==> config.mk <==
export PLATFORM = sky130hd
export DESIGN_NAME = fpmul_seq
export DESIGN_NICKNAME = d
export VERILOG_FILES = /design/src/rtl/fpmul_seq.sv
export SDC_FILE = /design/constraint.sdc
export NUM_CORES = 1
export LEC_CHECK = 0
export BUFFER_PORTS_ARGS = -buffer_cell sky130_fd_sc_hd__buf_4
export CORE_MARGIN = 4
export CORE_UTILIZATION = 59
export CTS_CLUSTER_SIZE = 28
export DETAILED_ROUTE_END_ITERATION = 10
export PLACE_DENSITY = 0.85
export REMOVE_ABC_BUFFERS = 1
export SLEW_MARGIN = 0
export SYNTH_ARGS = -nofsm -noshare
export SYNTH_HDL_FRONTEND = slang
export SYNTH_SLANG_ARGS = --single-unit
export TNS_END_PERCENT = 30
==> constraint.sdc <==
create_clock -name CLK -period 6.22 [get_ports CLK]
set_input_delay 0.311 -clock CLK [delete_from_list [all_inputs] [get_ports CLK]]
set_output_delay 0.311 -clock CLK [all_outputs]
set_load 0.02 [all_outputs]
==> src/rtl/fpmul_seq.sv <==
// fpmul_seq: sequencing and post-processing wrapper for a binary32 multiply.
//
// Accepts two binary32 operands over REQ/ACK, resolves NaN/inf/zero operands
// locally, otherwise hands the 24-bit mantissas to the booth multiplier
// (BREQ/BACK/m1/m2/bres) and normalizes, rounds and packs the 48-bit product.
//
// Ports:
//   CLK, RSTK         clock (rising edge), asynchronous active-low reset
//   REQ, opa, opb     request and operands, sampled only in IDLE
//   BUSY              high in every state except IDLE
//   ACK               one-cycle done pulse; result/flags held afterwards
//   result            packed binary32 product
//   flg_*             invalid / overflow / underflow / inexact
//   BREQ, m1, m2      booth request and {hidden, fraction} operands
//   BACK, bres        booth done pulse and 48-bit product
//
// Build option: FPMUL_RNE_EN selects round-to-nearest-even; when undefined
// the product is truncated and overflow saturates to max finite.
module fpmul_seq #(
    parameter int          EXP_BIAS = 127,
    parameter logic [31:0] QNAN     = 32'h7FC00000
) (
    input  logic        CLK,
    input  logic        RSTK,
    input  logic        REQ,
    input  logic [31:0] opa,
    input  logic [31:0] opb,
    output logic        BUSY,
    output logic        ACK,
    output logic [31:0] result,
    output logic        flg_invalid,
    output logic        flg_overflow,
    output logic        flg_underflow,
    output logic        flg_inexact,
    output logic        BREQ,
    output logic [23:0] m1,
    output logic [23:0] m2,
    input  logic        BACK,
    input  logic [47:0] bres
);

    localparam logic [2:0] S_IDLE     = 3'd0;
    localparam logic [2:0] S_UNPACK   = 3'd1;
    localparam logic [2:0] S_MUL_WAIT = 3'd2;
    localparam logic [2:0] S_NORM     = 3'd3;
    localparam logic [2:0] S_ROUND    = 3'd4;
    localparam logic [2:0] S_DONE     = 3'd5;

    localparam logic [9:0] BIAS10 = EXP_BIAS[9:0];

    logic [2:0]        state_q, state_d;
    logic [31:0]       opa_q, opa_d, opb_q, opb_d;
    logic              sign_q, sign_d;
    logic signed [9:0] e_q, e_d;
    logic [47:0]       prod_q, prod_d;
    logic [22:0]       mant_q, mant_d;
    logic              g_q, g_d, s_q, s_d;
    logic [31:0]       res_q, res_d;
    logic              inv_q, inv_d, ovf_q, ovf_d, unf_q, unf_d, inx_q, inx_d;
    logic              breq_q, breq_d;
    logic [23:0]       m1_q, m1_d, m2_q, m2_d;

    // Operand classification (exp==0 counts as zero: denormals are flushed)
    logic [7:0]  ea, eb;
    logic [22:0] fa, fb;
    logic        a_nan, b_nan, a_inf, b_inf, a_zero, b_zero, sgn;
    logic [9:0]  e_sum;

    assign ea     = opa_q[30:23];
    assign eb     = opb_q[30:23];
    assign fa     = opa_q[22:0];
    assign fb     = opb_q[22:0];
    assign a_nan  = (ea == 8'hFF) && (fa != 23'd0);
    assign b_nan  = (eb == 8'hFF) && (fb != 23'd0);
    assign a_inf  = (ea == 8'hFF) && (fa == 23'd0);
    assign b_inf  = (eb == 8'hFF) && (fb == 23'd0);
    assign a_zero = (ea == 8'd0);
    assign b_zero = (eb == 8'd0);
    assign sgn    = opa_q[31] ^ opb_q[31];
    // Range 1+1-127 .. 254+254-127 fits a 10-bit two's-complement value
    assign e_sum  = {2'b00, ea} + {2'b00, eb} - BIAS10;

    // Rounding datapath, used in ROUND
    logic              up;
    logic [23:0]       mant_r;
    logic signed [9:0] e_r;

`ifdef FPMUL_RNE_EN
    assign up = g_q & (s_q | mant_q[0]);
`else
    assign up = 1'b0;
`endif
    assign mant_r = {1'b0, mant_q} + {23'd0, up};
    // A carry out leaves the fraction all-zero and bumps the exponent
    assign e_r    = e_q + $signed({9'd0, mant_r[23]});

    always_comb begin
        state_d = state_q;
        opa_d   = opa_q;
        opb_d   = opb_q;
        sign_d  = sign_q;
        e_d     = e_q;
        prod_d  = prod_q;
        mant_d  = mant_q;
        g_d     = g_q;
        s_d     = s_q;
        res_d   = res_q;
        inv_d   = inv_q;
        ovf_d   = ovf_q;
        unf_d   = unf_q;
        inx_d   = inx_q;
        breq_d  = breq_q;
        m1_d    = m1_q;
        m2_d    = m2_q;

        case (state_q)
            S_IDLE: begin
                if (REQ) begin
                    opa_d   = opa;
                    opb_d   = opb;
                    state_d = S_UNPACK;
                end
            end
            S_UNPACK: begin
                sign_d = sgn;
                {inv_d, ovf_d, unf_d, inx_d} = 4'b0000;
                state_d = S_DONE;
                if (a_nan || b_nan) begin
                    res_d = QNAN;
                    inv_d = 1'b1;
                end else if ((a_inf && b_zero) || (b_inf && a_zero)) begin
                    res_d = QNAN;
                    inv_d = 1'b1;
                end else if (a_inf || b_inf) begin
                    res_d = {sgn, 8'hFF, 23'd0};
                end else if (a_zero || b_zero) begin
                    res_d = {sgn, 31'd0};
                end else begin
                    e_d     = $signed(e_sum);
                    m1_d    = {1'b1, fa};
                    m2_d    = {1'b1, fb};
                    breq_d  = 1'b1;
                    state_d = S_MUL_WAIT;
                end
            end
            S_MUL_WAIT: begin
                if (BACK) begin
                    prod_d  = bres;
                    breq_d  = 1'b0;
                    state_d = S_NORM;
                end
            end
            S_NORM: begin
                if (prod_q[47]) begin
                    mant_d = prod_q[46:24];
                    g_d    = prod_q[23];
                    s_d    = |prod_q[22:0];
                    e_d    = e_q + 10'sd1;
                end else begin
                    mant_d = prod_q[45:23];
                    g_d    = prod_q[22];
                    s_d    = |prod_q[21:0];
                end
                state_d = S_ROUND;
            end
            S_ROUND: begin
                inv_d = 1'b0;
                ovf_d = 1'b0;
                unf_d = 1'b0;
                // Underflow is judged on the exponent before rounding
                if (e_q <= 10'sd0) begin
                    res_d = {sign_q, 31'd0};
                    unf_d = 1'b1;
                    inx_d = 1'b1;
                end else if (e_r >= 10'sd255) begin
`ifdef FPMUL_RNE_EN
                    res_d = {sign_q, 8'hFF, 23'd0};
`else
                    res_d = {sign_q, 31'h7F7FFFFF};
`endif
                    ovf_d = 1'b1;
                    inx_d = 1'b1;
                end else begin
                    res_d = {sign_q, e_r[7:0], mant_r[22:0]};
                    inx_d = g_q | s_q;
                end
                state_d = S_DONE;
            end
            S_DONE:  state_d = S_IDLE;
            default: state_d = S_IDLE;
        endcase
    end

    always_ff @(posedge CLK or negedge RSTK) begin
        if (!RSTK) begin
            state_q <= S_IDLE;
            opa_q   <= '0;
            opb_q   <= '0;
            sign_q  <= 1'b0;
            e_q     <= '0;
            prod_q  <= '0;
            mant_q  <= '0;
            g_q     <= 1'b0;
            s_q     <= 1'b0;
            res_q   <= '0;
            inv_q   <= 1'b0;
            ovf_q   <= 1'b0;
            unf_q   <= 1'b0;
            inx_q   <= 1'b0;
            breq_q  <= 1'b0;
            m1_q    <= '0;
            m2_q    <= '0;
        end else begin
            state_q <= state_d;
            opa_q   <= opa_d;
            opb_q   <= opb_d;
            sign_q  <= sign_d;
            e_q     <= e_d;
            prod_q  <= prod_d;
            mant_q  <= mant_d;
            g_q     <= g_d;
            s_q     <= s_d;
            res_q   <= res_d;
            inv_q   <= inv_d;
            ovf_q   <= ovf_d;
            unf_q   <= unf_d;
            inx_q   <= inx_d;
            breq_q  <= breq_d;
            m1_q    <= m1_d;
            m2_q    <= m2_d;
        end
    end

    assign BUSY          = (state_q != S_IDLE);
    assign ACK           = (state_q == S_DONE);
    assign result        = res_q;
    assign flg_invalid   = inv_q;
    assign flg_overflow  = ovf_q;
    assign flg_underflow = unf_q;
    assign flg_inexact   = inx_q;
    assign BREQ          = breq_q;
    assign m1            = m1_q;
    assign m2            = m2_q;

endmodule

== After elaboration in Yosys (flattened, before gate mapping) ==
Cells that the tools add are included.

* ROM bits: 0
* Bits in latches: 0
* Memories kept: 0
* Register bits: 236
* Output and inout bits: 87
* RAM bits: 0

* Muxes and demuxes: 40
* Bitwise gates (word level): 6
* Div/mod/pow operators: 0
* Reduce and logical (&&, ||, !) cells: 30
* Eq/ne operators: 15
* Magnitude comparators: 2
* Shifts and indexed selects: 0
* $add $sub $neg: 3
* $mul: 0

{| class="wikitable"
|+ Operators with widths
! cell !! count
|-
| $mux 32 || 4
|-
| $pmux 32 s2 || 1
|-
| $mux 31 || 2
|-
| $mux 10 || 5
|-
| $logic_not 23->1 || 2
|-
| $reduce_bool 23->1 || 2
|-
| $mux 23 || 1
|-
| $reduce_or 23->1 || 1
|-
| $reduce_or 22->1 || 1
|-
| $pmux 10 s2 || 1
|-
| $mux 3 || 6
|-
| $eq 8x8->1 const B || 2
|-
| $logic_not 8->1 || 2
|-
| $pmux 3 s5 || 1
|-
| $mux 1 || 14
|-
| $ne 2x2->1 const B || 7
|-
| $reduce_and 6->1 || 2
|-
| $add 10x2->10 const B || 1
|-
| $ge 10x9->1 const B || 1
|-
| $le 10x1->1 const B || 1
|-
| $pmux 1 s2 || 5
|-
| $sub 9x7->10 const B || 1
|-
| $add 8x8->9 || 1
|-
| $reduce_and 2->1 || 4
|-
| 13 further kinds || 28
|}

== Logic depth before layout (Yosys ltp) ==
* Depth in word-level cells: 7
* Depth in mapped cells: 11
* Gate-level depth less buffers: 11

== Worst setup path before layout ==
Ideal clock, no wire load.

* Path kind: register -> register
* Start point: register opa_q[24]
* End point: register e_q[7]
* Library setup time: 133 ps
* Data required time: 6087 ps
* Arrival time: 2238 ps
* Period minus slack after synthesis: 2371 ps
* Stages on the path, launching flop included: 10
* Setup slack: 3849 ps
* Cell sequence: dfrtp_1 ha_1 ha_1 fa_1 a21o_1 a21oi_1 o21bai_1 a211o_1 a31oi_1 a21oi_1

* Word-level cells in the longest chain between the ends: 7

{| class="wikitable"
|+ Ends and longest elaborated chain
! what !! line !! source
|-
| start: declaration || 52 || <nowiki>logic [31:0] opa_q, opa_d, opb_q, opb_d;</nowiki>
|-
| start signal: assignment || 215 || <nowiki>opa_q <= opa_d;</nowiki>
|-
| $add 8x8->9 || 81 || <nowiki>assign e_sum = {2'b00, ea} + {2'b00, eb} - BIAS10;</nowiki>
|-
| $sub 9x7->10 || 81 ||
|-
| $mux 10 || 136 || <nowiki>end else if (a_zero || b_zero) begin</nowiki>
|-
| $mux 10 || 134 || <nowiki>end else if (a_inf || b_inf) begin</nowiki>
|-
| $mux 10 || 131 || <nowiki>end else if ((a_inf && b_zero) || (b_inf && a_zero)) begin</nowiki>
|-
| $mux 10 || 128 || <nowiki>if (a_nan || b_nan) begin</nowiki>
|-
| $pmux 10 s2 || 116 || <nowiki>case (state_q)</nowiki>
|-
| end signal: assignment || 200 || <nowiki>e_q <= '0;</nowiki>
|-
| end signal: assignment || 218 || <nowiki>e_q <= e_d;</nowiki>
|-
| end: declaration || 54 || <nowiki>logic signed [9:0] e_q, e_d;</nowiki>
|}

Parallel ways exist; a longest one is shown, timed or not. The select of a mux whose other input is x is not followed.
A chain may end at the register's enable or synchronous reset.

== Final worst setup path ==
* Start point: register state_q[0]
* End point: register m2_q[16] (netlist: m2[16])

* Word-level cells in the longest chain between the ends: 2

{| class="wikitable"
|+ Ends and longest elaborated chain
! what !! line !! source
|-
| start: declaration || 51 || <nowiki>logic [2:0] state_q, state_d;</nowiki>
|-
| start signal: assignment || 214 || <nowiki>state_q <= state_d;</nowiki>
|-
| $eq 3x1->1 || 116 ||
|-
| $reduce_and 5->1 (no line) || -- ||
|-
| end signal: assignment || 230 || <nowiki>m2_q <= m2_d;</nowiki>
|-
| end: declaration || 61 || <nowiki>logic [23:0] m1_q, m1_d, m2_q, m2_d;</nowiki>
|}

No other way between the ends.

==> impl_metrics.yaml <==
run_status:
  outcome: "finished clean"
timing:
  setup_violations: 0
  post-route-min-period_ns: 2.75
  final-max-slew-violation-count: 0
  timing.fmax_mhz: 363
  skew_ns: 0.00992
  rsz0062_at_grt: "no"
  relSlewSlack: 0.285
  worst_pin_slew_ns: 1.07
  post-route-period-util: 0.443
  hold_violations: 0
final_layout:
  final_nets: 1154
  final_core_util: 0.755
  final_common_cell: "dfrtp_1"
  syn2layout_area_growth_pct: 24.4
  diodes: 0
  final_cell_mix: "dfrtp_1, buf_4, mux2_2"
  final_layout_size_suffix_gt1_frac: 0.355
  final_cell_area_um2: 12600
  fill_cells: 1096
  layout.cells.non_filler: 1258
cts:
  post_cts_buffers: 0
  holdBufCountCts: 2
  cts_root_buffer: "clkbuf_16"
  post_cts_resized: 0
  clock_sinks: 235
  cts-htree-levels: 1
  clk_path_buf_depth: 3
  clk-insertion-delay-late_ns: 0.51
  numCtsBuffers: 25
  cts.clk_slew.worst_paths_ns: 0.06
  cts_tree: "built"
yosys:
  yosysWarningCount: 0
  synth_edf_count: 0
  yosysSeqAreaShare: 0.581
  syn_inst: 824
  synth_area_per_cell_um2: 12.3
  ys_async_sr_fraction: 1.00
  synth_cell_types: 56
  synth.ff_latch_count: 235
  netlist_area_um2: 10100
  synthFlopType: "dfrtp_1"
die:
  start_util: 0.607
  die_x_um: 139
  fp-row-count: 47
  core-area_um2: 16700
  dieArea_um2: 19300
  die_h_um: 139
  ios: 203
placement:
  dp_cells: 1211
  place_congestion: 0.860
  io_buffer_count: 202
  dp_hpwl_um: 16100
  placed_area_um2: 11800
routing:
  wirelength_um: 23700
  drt.antenna.violating_nets: 0
  wire_per_inst_um: 18.9
  drt-initial-drc-count: 523
  vias: 7197
  vias_per_cell: 5.72
  drc: 0
  dr.pass1.iters: 4
critical_path:
  crit_path_end_kind: "register"
  startpoint_type: "register"
  cp.required_ns: 6.60
  crit_type: "reg -> reg"
  worst-endpoint-arrival_ns: 3.13
  path_max_fanout: 44
grt:
  grt_overflow: 0
  grt_pass1_wl_um: 38600
  grt_antenna_before_repair: 0
  grt_usage: 0.244
  grt_pass1_vias: 7538
  grt_max_degree: 95
pwr:
  peakVddDrop_uv: 345
  power_density_nw_per_um2: 568
  power.leakage_nw: 5.88
hold_path:
  hp-class: "in -> reg"
flow_run:
  maxCapViolCount: 0
## routing by layer
layer  GRT usage  up-vias  part of all wire
li1            -     3326                 -
met3      0.0662       56             0.070
met4      0.0844        0             0.032
met5           0        -                 0
met1       0.293     3613              0.38
met2       0.426      202              0.51
## metrics by stage
step           power (W)  worst slack (ns)  TNS (ns)  hold WS (ns)
3_3_place_gp     0.00555              3.63         0         0.378
5_1_grt          0.00761              3.26         0        0.0137
2_1_floorplan    0.00466            -0.101     -4.85        0.0154
4_1_cts          0.00719              3.49         0       0.00314
6_report         0.00716              3.47         0        0.0163
3_5_place_dp     0.00568              3.53         0         0.378
## path summary, 6_finish.rpt
kind	start	end	slack [ns]	cells after the start
min in group asynchronous	RSTK	prod_q[19]	0.42	2
max in group asynchronous	RSTK	m1[17]	4.35	3
setup / recovery	state_q[0]	m2[16]	3.47	5
hold reg to reg	result[9]	result[9]	0.47	2
hold / removal	opb[30]	opb_q[30]	0.02	3
setup reg to reg	state_q[0]	m2[16]	3.47	5
## synthesized netlist by cell type, drive strengths merged (3+ instances only)
master,number,area share
a21oi,24,0.012
a31oi,11,0.0068
buf,29,0.016
clkbuf,13,0.0048
dfrtp,235,0.58
ha,17,0.021
inv,17,0.0063
mux2,156,0.17
mux2i,26,0.026
nand2,99,0.037
nand2b,3,0.0019
nand3,8,0.0044
nand4,7,0.0043
nor2,33,0.013
nor3,6,0.0030
nor3b,3,0.0027
nor4,18,0.012
o21ai,64,0.032
o22ai,4,0.0025
or2,4,0.0025
or3,3,0.0019
or4,5,0.0037
xnor2,6,0.0052
## report_power, final
group          internal (W)  switching [W]
sequential          0.00228       0.000533
combinational       0.00139        0.00150
clock              0.000861       0.000591
## cells by family (layout without fill, tap and decap cells)
group	after synthesis	in the layout	synth area share
DFF	235	235	0.581
and+or+nand+nor	199	199	0.0929
muxes	182	182	0.199
AOI/OAI and AO/OA	125	125	0.0723
buffers and inverters	59	273	0.0271
adders and majority gates	18	18	0.0230
xor gates and xnor gates	6	6	0.00519
## registers in the layout, indices dropped and copies added (netlist names), 3 cells and up
| name | count |
|---|---|
| state_q | 3 |
| opa_q | 32 |
| opb_q | 32 |
| m1 | 23 |
| e_q | 10 |
| mant_q | 23 |
| result | 32 |
| m2 | 24 |
| prod_q | 48 |
## critical path: stages (launching register included)
cell and delay [ns]:
dfrtp_1 0.48, nor2b_1 0.28, nor2b_1 0.62, nand3_2 0.37, buf_4 0.42, mux2_1 0.42
## cell type report
| cell class | count | area, um2 | share of cell area |
|---|---|---|---|
| repair buffers | 211 | 1600 | 0.127 |
| inverters | 17 | 63.8 | 0.00506 |
| flip-flops and latches | 235 | 5880 | 0.467 |
| multi-input cells | 530 | 3990 | 0.316 |
| clock inverters | 10 | 108 | 0.00854 |
| clock buffers | 35 | 693 | 0.0550 |
| well taps | 220 | 275 | 0.0218 |
(Power assumes the default switching activity.)
